===== src/rtl/uart_pkg.sv =====
// Shared types and helpers for the framed UART transmitter:
// the transmit FSM state type and the bit-period / counter-width constant functions.
package uart_pkg;

  typedef enum logic [2:0] {
    ST_IDLE   = 3'd0,
    ST_START  = 3'd1,
    ST_DATA   = 3'd2,
    ST_PARITY = 3'd3,
    ST_STOP   = 3'd4
  } tx_state_e;

  // Clock cycles per line bit (integer divide).
  function automatic int bit_period(input int freq_clk, input int tx_speed);
    return freq_clk / tx_speed;
  endfunction

  // Bits needed to hold a counter value of n-1 (at least one bit).
  function automatic int cnt_width(input int n);
    return (n > 1) ? $clog2(n) : 1;
  endfunction

endpackage


===== src/rtl/uart_tx_framed_if.sv =====
// Upstream request / serial-line bundle for uart_tx_framed.
// master = frame producer side, slave = transmitter side.
interface uart_tx_framed_if #(
  parameter int DATA_WIDTH = 8
);
  logic                  Valid;
  logic [DATA_WIDTH-1:0] Data;
  logic                  Parity_odd;
  logic                  Ready;
  logic                  Busy;
  logic                  EOT;
  logic                  TXD;

  modport master (
    output Valid, Data, Parity_odd,
    input  Ready, Busy, EOT, TXD
  );

  modport slave (
    input  Valid, Data, Parity_odd,
    output Ready, Busy, EOT, TXD
  );
endinterface


===== src/rtl/uart_baud_tick.sv =====
// Bit-period timer: one-cycle tick at the end of every DIV-cycle line bit,
// restarted from zero when a new frame is accepted.
module uart_baud_tick import uart_pkg::*; #(
  parameter int DIV = 868
) (
  input  logic Clk,
  input  logic Rst,
  input  logic i_restart,
  input  logic i_en,
  output logic o_tick
);
  localparam int CNT_W = cnt_width(DIV);

  logic [CNT_W-1:0] r_cnt;
  logic             w_wrap;

  assign w_wrap = (r_cnt == CNT_W'(DIV - 1));
  assign o_tick = i_en && w_wrap;

  // Period counter; held at zero while the transmitter is idle.
  always_ff @(posedge Clk) begin
    if (Rst || i_restart) begin
      r_cnt <= '0;
    end else if (i_en) begin
      if (w_wrap) begin
        r_cnt <= '0;
      end else begin
        r_cnt <= r_cnt + CNT_W'(1);
      end
    end else begin
      r_cnt <= '0;
    end
  end
endmodule


===== src/rtl/uart_tx_framed.sv =====
// Framed UART transmitter: start, DATA_WIDTH data bits LSB first, optional parity,
// STOP_BITS stop bits. Parity bit is compiled in only when UART_TX_PARITY_EN is defined.
module uart_tx_framed import uart_pkg::*; #(
  parameter int FREQ_CLK   = 100000000,
  parameter int TX_SPEED   = 115200,
  parameter int DATA_WIDTH = 8,
  parameter int STOP_BITS  = 1
) (
  input  logic            Clk,
  input  logic            Rst,
  uart_tx_framed_if.slave bus
);
  localparam int DIV       = bit_period(FREQ_CLK, TX_SPEED);
  localparam int BIT_CNT_W = cnt_width(DATA_WIDTH);

  tx_state_e             r_state,   w_state_nxt;
  logic [BIT_CNT_W-1:0]  r_bit_cnt, w_bit_cnt_nxt;
  logic                  r_stop_cnt, w_stop_cnt_nxt;
  logic [DATA_WIDTH-1:0] r_shift,   w_shift_nxt;
  logic                  r_txd,     w_txd_nxt;
`ifdef UART_TX_PARITY_EN
  logic                  r_par_bit, w_par_bit_nxt;
`endif

  logic w_tick;
  logic w_last_stop;
  logic w_frame_end;
  logic w_ready;
  logic w_accept;

  uart_baud_tick #(.DIV(DIV)) u_baud_tick (
    .Clk       (Clk),
    .Rst       (Rst),
    .i_restart (w_accept),
    .i_en      (r_state != ST_IDLE),
    .o_tick    (w_tick)
  );

  assign w_last_stop = (r_stop_cnt == 1'(STOP_BITS - 1));
  assign w_frame_end = (r_state == ST_STOP) && w_last_stop && w_tick;
  assign w_ready     = (r_state == ST_IDLE) || w_frame_end;
  assign w_accept    = bus.Valid && w_ready;

  assign bus.Ready = w_ready;
  assign bus.EOT   = w_frame_end;
  assign bus.Busy  = (r_state != ST_IDLE);
  assign bus.TXD   = r_txd;

  // Next-state and next line level; the accept path is shared by IDLE and back-to-back frames.
  always_comb begin
    w_state_nxt    = r_state;
    w_bit_cnt_nxt  = r_bit_cnt;
    w_stop_cnt_nxt = r_stop_cnt;
    w_shift_nxt    = r_shift;
    w_txd_nxt      = r_txd;
`ifdef UART_TX_PARITY_EN
    w_par_bit_nxt  = r_par_bit;
`endif
    if (w_accept) begin
      w_state_nxt    = ST_START;
      w_shift_nxt    = bus.Data;
      w_bit_cnt_nxt  = '0;
      w_stop_cnt_nxt = 1'b0;
      w_txd_nxt      = 1'b0;
`ifdef UART_TX_PARITY_EN
      w_par_bit_nxt  = (^bus.Data) ^ bus.Parity_odd;
`endif
    end else begin
      case (r_state)
        ST_IDLE: begin
          w_txd_nxt = 1'b1;
        end
        ST_START: begin
          if (w_tick) begin
            w_state_nxt = ST_DATA;
            w_txd_nxt   = r_shift[0];
          end else begin
            w_state_nxt = ST_START;
          end
        end
        ST_DATA: begin
          if (w_tick && (r_bit_cnt == BIT_CNT_W'(DATA_WIDTH - 1))) begin
            w_bit_cnt_nxt  = '0;
`ifdef UART_TX_PARITY_EN
            w_state_nxt    = ST_PARITY;
            w_txd_nxt      = r_par_bit;
`else
            w_state_nxt    = ST_STOP;
            w_txd_nxt      = 1'b1;
            w_stop_cnt_nxt = 1'b0;
`endif
          end else if (w_tick) begin
            w_bit_cnt_nxt = r_bit_cnt + BIT_CNT_W'(1);
            w_shift_nxt   = {1'b0, r_shift[DATA_WIDTH-1:1]};
            w_txd_nxt     = r_shift[1];
          end else begin
            w_state_nxt = ST_DATA;
          end
        end
`ifdef UART_TX_PARITY_EN
        ST_PARITY: begin
          if (w_tick) begin
            w_state_nxt    = ST_STOP;
            w_txd_nxt      = 1'b1;
            w_stop_cnt_nxt = 1'b0;
          end else begin
            w_state_nxt = ST_PARITY;
          end
        end
`endif
        ST_STOP: begin
          if (w_tick && w_last_stop) begin
            w_state_nxt    = ST_IDLE;
            w_txd_nxt      = 1'b1;
            w_stop_cnt_nxt = 1'b0;
          end else if (w_tick) begin
            w_stop_cnt_nxt = 1'b1;
          end else begin
            w_state_nxt = ST_STOP;
          end
        end
        default: begin
          w_state_nxt = ST_IDLE;
          w_txd_nxt   = 1'b1;
        end
      endcase
    end
  end

  // State and datapath registers; reset abandons any frame in flight.
  always_ff @(posedge Clk) begin
    if (Rst) begin
      r_state    <= ST_IDLE;
      r_bit_cnt  <= '0;
      r_stop_cnt <= 1'b0;
      r_shift    <= '0;
      r_txd      <= 1'b1;
`ifdef UART_TX_PARITY_EN
      r_par_bit  <= 1'b0;
`endif
    end else begin
      r_state    <= w_state_nxt;
      r_bit_cnt  <= w_bit_cnt_nxt;
      r_stop_cnt <= w_stop_cnt_nxt;
      r_shift    <= w_shift_nxt;
      r_txd      <= w_txd_nxt;
`ifdef UART_TX_PARITY_EN
      r_par_bit  <= w_par_bit_nxt;
`endif
    end
  end
endmodule


===== src/flat_wrapper.sv =====
// flat-port wrapper written by rule: the top's interface ports become plain ports
module uart_tx_framed_flat import uart_pkg::*;
#(
  parameter int FREQ_CLK   = 100000000,
  parameter int TX_SPEED   = 115200,
  parameter int DATA_WIDTH = 8,
  parameter int STOP_BITS  = 1
)
  (Clk, Rst, bus_Valid, bus_Data, bus_Parity_odd, bus_Ready, bus_Busy, bus_EOT, bus_TXD);
  uart_tx_framed_if #(.DATA_WIDTH(DATA_WIDTH)) bus_i ();
  input  logic Clk;
  input  logic Rst;
  input wire logic [$bits(bus_i.Valid)-1:0] bus_Valid;
  input wire logic [$bits(bus_i.Data)-1:0] bus_Data;
  input wire logic [$bits(bus_i.Parity_odd)-1:0] bus_Parity_odd;
  output wire logic [$bits(bus_i.Ready)-1:0] bus_Ready;
  output wire logic [$bits(bus_i.Busy)-1:0] bus_Busy;
  output wire logic [$bits(bus_i.EOT)-1:0] bus_EOT;
  output wire logic [$bits(bus_i.TXD)-1:0] bus_TXD;
  assign bus_i.Valid = bus_Valid;
  assign bus_i.Data = bus_Data;
  assign bus_i.Parity_odd = bus_Parity_odd;
  assign bus_Ready = bus_i.Ready;
  assign bus_Busy = bus_i.Busy;
  assign bus_EOT = bus_i.EOT;
  assign bus_TXD = bus_i.TXD;
  uart_tx_framed #(.FREQ_CLK(FREQ_CLK), .TX_SPEED(TX_SPEED), .DATA_WIDTH(DATA_WIDTH), .STOP_BITS(STOP_BITS)) u_core (.Clk(Clk), .Rst(Rst), .bus(bus_i));
endmodule

===== config.mk =====
export PLATFORM = sky130hd
export DESIGN_NAME = uart_tx_framed_flat
export DESIGN_NICKNAME = d
export VERILOG_FILES = /design/src/rtl/uart_pkg.sv /design/src/rtl/uart_tx_framed_if.sv /design/src/rtl/uart_baud_tick.sv /design/src/rtl/uart_tx_framed.sv /design/src/flat_wrapper.sv
export SDC_FILE = /design/constraint.sdc
export NUM_CORES = 1
export LEC_CHECK = 0
export CORE_ASPECT_RATIO = 0.7
export CORE_UTILIZATION = 60
export CTS_BUF_LIST = sky130_fd_sc_hd__clkbuf_4 sky130_fd_sc_hd__clkbuf_8
export DETAILED_ROUTE_END_ITERATION = 7
export DONT_BUFFER_PORTS = 1
export PLACE_DENSITY = 0.81
export SLEW_MARGIN = 20
export SYNTH_ARGS = -nofsm -noshare
export SYNTH_HDL_FRONTEND = slang
export SYNTH_SLANG_ARGS = --single-unit

===== constraint.sdc =====
create_clock -name Clk -period 2.27 [get_ports Clk]
set_clock_uncertainty 0.1 [all_clocks]
set_input_delay 0.454 -clock Clk [delete_from_list [all_inputs] [get_ports Clk]]
set_output_delay 0.454 -clock Clk [all_outputs]
set_load 0.005 [all_outputs]

==> results.json, run 1 <==
{
  "status": "finished clean",
  "ir_worst_vdd_mv": 0.521,
  "slew_headroom_pct": 73.1,
  "port_buffers": 0,
  "drive_gt1_share_pct": 11.9,
  "fin_ws_ns": 0.123,
  "yosysUniqueCellTypes": 38,
  "ys_seq_area_share_pct": 40.3,
  "min_path_cells": 1,
  "synth_flop_cell": "dfxtp_1",
  "hold_viol_final": 0,
  "intPower_mw": 0.590,
  "wl_per_cell_um": 13.9,
  "whs_endpoint": "u_core.r_shift[7]",
  "cp.buffers_inverters": 0,
  "cp_cell_sequence": "ha_2, nand4bb_1, o31ai_4, and2_1",
  "rsz0062_at_grt": "true",
  "pre_cts_slack_ns": 0.243,
  "syn_area_sq_um": 1290,
  "worstSetupPathType": "reg -> out",
  "crit_path_end_kind": "output port",
  "layout_common_cells": "28 x nor2_1, 25 x dfxtp_1, 7 x nand2_1, 7 x mux2i_1",
  "tritoncts": "built",
  "htree_levels": 1,
  "gp_congestion": 0.862,
  "swShare_pct": 22.8,
  "initial_core_util_pct": 66.6,
  "avgViaCountPerCell": 5.78,
  "path_clk_slew_ns": 0.14,
  "die_w_um": 57.4,
  "ys_ff_latch": 26,
  "antenna_left": 0,
  "coreArea_sq_um": 1940,
  "wl_um": 2300,
  "cp_slowest_cell": "dfxtp_1",
  "worstHoldPathType": "in -> reg",
  "layout.nets": 159,
  "rows": 13,
  "slew_violations": 0,
  "placed_area_sq_um": 1310,
  "synth.largest_area_cell": "dfxtp_1",
  "yosysWarnings": 0,
  "die_area_sq_um": 2340,
  "ioPinCount": 16,
  "layout_commonest_cell": "nor2_1",
  "grt_max_degree": 18,
  "critPathArrivalTime_ns": 1.59,
  "reg2reg_slack_ns": 0.29,
  "hold_ws_ns": 0.0709,
  "maxCapViolCount": 0,
  "antenna_found_initial": 0,
  "grt-ovfl-total": 0,
  "fmax_ghz": 0.466,
  "fin_crit_sh_pct": 94.6,
  "clock_path_buffers": 2,
  "syn_nets": 155,
  "syn_avg_cell_area_sq_um": 9.21,
  "required_ns": 1.72,
  "clock-sinks": 26,
  "start_kind": "flip-flop",
  "crit_fanout": 4,
  "area_growth_pct": 5.82,
  "synth.area.top_cells": "dfxtp_1 40%, nor2_1 8.1%, mux2i_1 5.4%",
  "finalPower_mw": 0.765,
  "r2r_cells": 6,
  "power_density_nw_per_um2": 560,
  "dpl.hpwl_um": 1630,
  "hold_start": "Rst",
  "postLayoutCellArea_sq_um": 1370,
  "setup_viol": 0,
  "via_count": 954,
  "grt_pass1_vias": 754,
  "clock_latency_ns": 0.33,
  "synth_top_area_share_pct": 40.3,
  "cts_hold_buf": 0,
  "r2r-start": "u_core.u_baud_tick.r_cnt[1]",
  "synth_edf_count": 0,
  "switchingPower_mw": 0.175,
  "comb_power_share_pct": 6.2,
  "worst_slew_pin_slew_ns": 0.402,
  "diodes": 0,
  "clock_power_share_pct": 30.8,
  "cts-buffers-inserted": 3,
  "critical_path.top_delay_family": "simple AND/OR/NAND/NOR gates",
  "min_period_ns": 2.15,
  "drt-pass1-iter-count": 4,
  "postSynth.asyncResetShare_pct": 0,
  "cpPeakStageDelay_ns": 0.37,
  "synthCells": 140,
  "drt_iter0_drc": 15,
  "p_leak_nw": 0.477,
  "fin_tns_setup_ns": 0,
  "p_seq_share_pct": 63.0,
  "grt_usage_pct": 21.1,
  "drcViolationCount": 0,
  "die_y_um": 40.8,
  "r2r-end": "u_core.r_state[1]",
  "cts_root_buffer": "clkbuf_4",
  "grt_first_pass_wirelength_um": 3510
}
[metal layers]
layer	part of all wire (%)	vias to the layer above	GRT usage (%)
li1	-	503	-
met1	56	435	31.7
met2	40	14	27.6
met3	3.7	2	6.94
met4	0.78	0	6.10
met5	0	-	0
[synthesized netlist by cell type, types with 2 or more instances]
| master | instances |
|---|---|
| mux2i_1 | 7 |
| xnor2_1 | 5 |
| a21oi_1 | 6 |
| dfxtp_1 | 26 |
| nand2b_1 | 3 |
| and3_1 | 4 |
| nor3_1 | 4 |
| clkbuf_1 | 2 |
| a211oi_1 | 6 |
| nand3_1 | 5 |
| xor2_1 | 3 |
| nor2_1 | 28 |
| nor3b_1 | 4 |
| nand2_1 | 7 |
| ha_1 | 3 |
| inv_1 | 2 |
| nand3b_1 | 3 |
| a31oi_1 | 2 |
[cell type report]
class / instances / area, sq um
Clock buffer: 4 / 36.3
Fill cell: 142 / 571
Inverter: 2 / 7.51
Multi-Input combinational cell: 109 / 757
Sequential cell: 26 / 522
Tap cell: 22 / 27.5
Timing Repair Buffer: 2 / 15.0
[worst max-delay path by stage]
| stage | from | endpoint | slack [ns] | cells past startpoint |
|---|---|---|---|---|
| final | u_core.u_baud_tick.r_cnt[1] | bus_Ready | 0.12 | 4 |
| after global routing | u_core.u_baud_tick.r_cnt[1] | bus_Ready | -0.002 | 4 |
| after CTS | u_core.u_baud_tick.r_cnt[0] | bus_Ready | 0.02 | 4 |
| after detailed placement | u_core.u_baud_tick.r_cnt[0] | u_core.r_state[1] | 0.24 | 6 |
| after global placement | u_core.u_baud_tick.r_cnt[0] | u_core.r_state[1] | 0.30 | 6 |
| after floorplan | u_core.u_baud_tick.r_cnt[0] | bus_EOT | 0.42 | 4 |
[worst reg2reg max path, cell delays in order (launching register included)]
cell and delay [ns]:
dfxtp_1 0.37, ha_2 0.23, nand4bb_1 0.20, o31ai_4 0.28
nand3_2 0.32, nand2b_1 0.30, nor3_1 0.08
[flip-flops by register name, summed over array words and instances (netlist names)]
register	count
u_core.r_stop_cnt	1
u_core.r_bit_cnt	3
u_core.r_shift	8
u_core.bus.TXD	1
u_core.u_baud_tick.r_cnt	10
u_core.r_state	3
[through the flow]
step	util, %	instances
after CTS	70.1	165
after detailed placement	67.8	160
after global routing	70.5	165
after global placement	67.8	160
final	70.5	165
after floorplan	-	140
[power by group through the flow]
| stage | combinational [mW] | sequential, mW | clock, mW |
|---|---|---|---|
| floorplan | 0.0419 | 0.489 | 0 |
| global placement | 0.0444 | 0.491 | 0 |
| detailed placement | 0.0461 | 0.491 | 0 |
| CTS | 0.0468 | 0.481 | 0.240 |
| global route | 0.0535 | 0.483 | 0.256 |
| finish | 0.0473 | 0.482 | 0.236 |
[logic make-up after synthesis]
| logic type | after synthesis | share of synthesized area [%] |
|---|---|---|
| buf+inv | 5 | 1.55 |
| flops | 26 | 40.3 |
| xor+xnor | 8 | 5.43 |
| fa+ha+maj | 3 | 2.91 |
| mux | 7 | 5.43 |
| compound gates | 20 | 11.4 |
| simple gates | 71 | 32.9 |
[repair_timing]
item | CTS | global route
resized for setup | 0 | 3
buffers inserted | 1 | 0
endpoints found under the setup margin | 1 | 2
pin swaps | 0 | 1
(Power assumes the default switching activity.)
==> inputs of run 2 (changes only) <==
- CORE_UTILIZATION: 60 -> 55
- CTS_CLUSTER_SIZE: unset -> 12
- HOLD_SLACK_MARGIN: unset -> 0.05
- PLACE_DENSITY: 0.81 -> 0.75
==> results.json, run 2 (synthesized netlist as in run 1, its figures left out) <==
{
  "via_count": 1030,
  "layout.nets": 161,
  "die_area_sq_um": 2550,
  "cp.buffers_inverters": 0,
  "clock_power_share_pct": 37.7,
  "drcViolationCount": 0,
  "drive_gt1_share_pct": 12.4,
  "coreArea_sq_um": 2190,
  "status": "finished clean",
  "rsz0062_at_grt": "false",
  "antenna_found_initial": 0,
  "grt_pass1_vias": 960,
  "final_util_pct": 64.5,
  "worstSetupPathType": "reg -> out",
  "htree_levels": 1,
  "switchingPower_mw": 0.181,
  "avgViaCountPerCell": 5.82,
  "drt_iter0_drc": 58,
  "min_period_ns": 2.18,
  "fmax_ghz": 0.458,
  "path_clk_slew_ns": 0.15,
  "slew_headroom_pct": 71.4,
  "clock_latency_ns": 0.33,
  "crit_path_end_kind": "output port",
  "critical_path.top_delay_family": "simple AND/OR/NAND/NOR gates",
  "rows": 14,
  "regMostFlops": "u_core.u_baud_tick.r_cnt",
  "grt_first_pass_wirelength_um": 4280,
  "dp.cells": 170,
  "start_kind": "flip-flop",
  "final_cells": 177,
  "diodes": 0,
  "worst_slew_pin_slew_ns": 0.428,
  "fin_ws_ns": 0.0879,
  "die_w_um": 59.9,
  "largest_reg_flops": 10,
  "ir_worst_vdd_mv": 0.438,
  "dpl.hpwl_um": 1880,
  "die_y_um": 42.5,
  "gp_congestion": 0.812,
  "cp_cell_sequence": "ha_2, nand4bb_1, o31ai_4, and2_1",
  "wl_per_cell_um": 14.7,
  "area_growth_pct": 9.41,
  "clock-sinks": 26,
  "grt_usage_pct": 22.6,
  "cp_slowest_cell": "dfxtp_1",
  "port_buffers": 0,
  "required_ns": 1.72,
  "intPower_mw": 0.671,
  "wl_um": 2600,
  "initial_core_util_pct": 58.9,
  "crit_fanout": 4,
  "hold_viol_final": 0,
  "cpPeakStageDelay_ns": 0.38,
  "swShare_pct": 21.3,
  "critPathArrivalTime_ns": 1.63,
  "antenna_left": 0,
  "pre_cts_slack_ns": 0.214,
  "p_leak_nw": 0.492,
  "clock_path_buffers": 2,
  "layout_common_cells": "28 x nor2_1, 25 x dfxtp_1, 7 x nand2_1, 7 x mux2i_1",
  "top_regs": "u_core.u_baud_tick.r_cnt: 10 flops, u_core.r_shift: 8 flops",
  "tritoncts": "built",
  "comb_power_share_pct": 5.8,
  "fin_crit_sh_pct": 96.1,
  "hold_ws_ns": 0.0810,
  "grt-ovfl-total": 0,
  "ioPinCount": 16,
  "maxCapViolCount": 0,
  "cts_root_buffer": "clkbuf_4",
  "power_density_nw_per_um2": 604,
  "layout_commonest_cell": "nor2_1",
  "cts-buffers-inserted": 3,
  "grt_max_degree": 18,
  "worstHoldPathType": "in -> reg",
  "p_seq_share_pct": 56.5,
  "drt-pass1-iter-count": 4,
  "fin_tns_setup_ns": 0,
  "setup_viol": 0,
  "slew_violations": 0
}
[run 2: path summary, 6_finish.rpt]
kind | startpoint | end | slack, ns | cells after the start
min | Rst | u_core.r_state[0] | 0.08 | 1
max | u_core.u_baud_tick.r_cnt[1] | bus_Ready | 0.09 | 4
min reg2reg | u_core.u_baud_tick.r_cnt[0] | u_core.u_baud_tick.r_cnt[0] | 0.34 | 1
max reg2reg | u_core.u_baud_tick.r_cnt[1] | u_core.r_state[1] | 0.27 | 6
[run 2: power groups by stage]
stage                     registers, mW  clock network, mW  logic [mW]
after detailed placement          0.492                  0      0.0465
after floorplan                   0.489                  0      0.0419
after global routing              0.484              0.350      0.0557
final                             0.482              0.321      0.0494
after global placement            0.491                  0      0.0444
after CTS                         0.482              0.325      0.0472
[run 2: metrics by stage]
stage | cell area (sq um) | total power [mW]
finish | 1410 | 0.853
global route | 1410 | 0.890
CTS | 1390 | 0.854
global placement | 1330 | 0.535
detailed placement | 1330 | 0.538
floorplan | 1290 | 0.531
[run 2: cell type report]
cell class                 count  area (sq um)
timing repair buffer           4          32.5
tap                           32          40.0
multi-input combinational    109           757
clock inverter                 1          30.0
inverter                       2          7.51
sequential                    26           522
clock buffer                   3          22.5
fill                         189           778
[run 2: worst register-to-register path, delay by kind of cell (launching register included)]
| kind | cells | cell delay, ns |
|---|---|---|
| adders and majority gates | 1 | 0.24 |
| AOI/OAI and AO/OA | 1 | 0.29 |
| DFF | 1 | 0.38 |
| and+or+nand+nor | 4 | 0.89 |
[run 2: per-layer routing]
| metal | wire [um] | up-vias | GRT usage (%) |
|---|---|---|---|
| li1 | - | 510 | - |
| met1 | 1230 | 483 | 29.4 |
| met2 | 1180 | 35 | 37.3 |
| met3 | 175 | 2 | 5.56 |
| met4 | 10 | 0 | 5.12 |
| met5 | 0 | - | 0 |
[run 2: what timing repair did]
action	CTS	global route
hold buffers	0	1
pin swaps	0	1
gates resized for setup	2	1
gates cloned	0	0
setup buffers	1	1
hold endpoints to repair	0	2
endpoints found under the setup margin	2	2
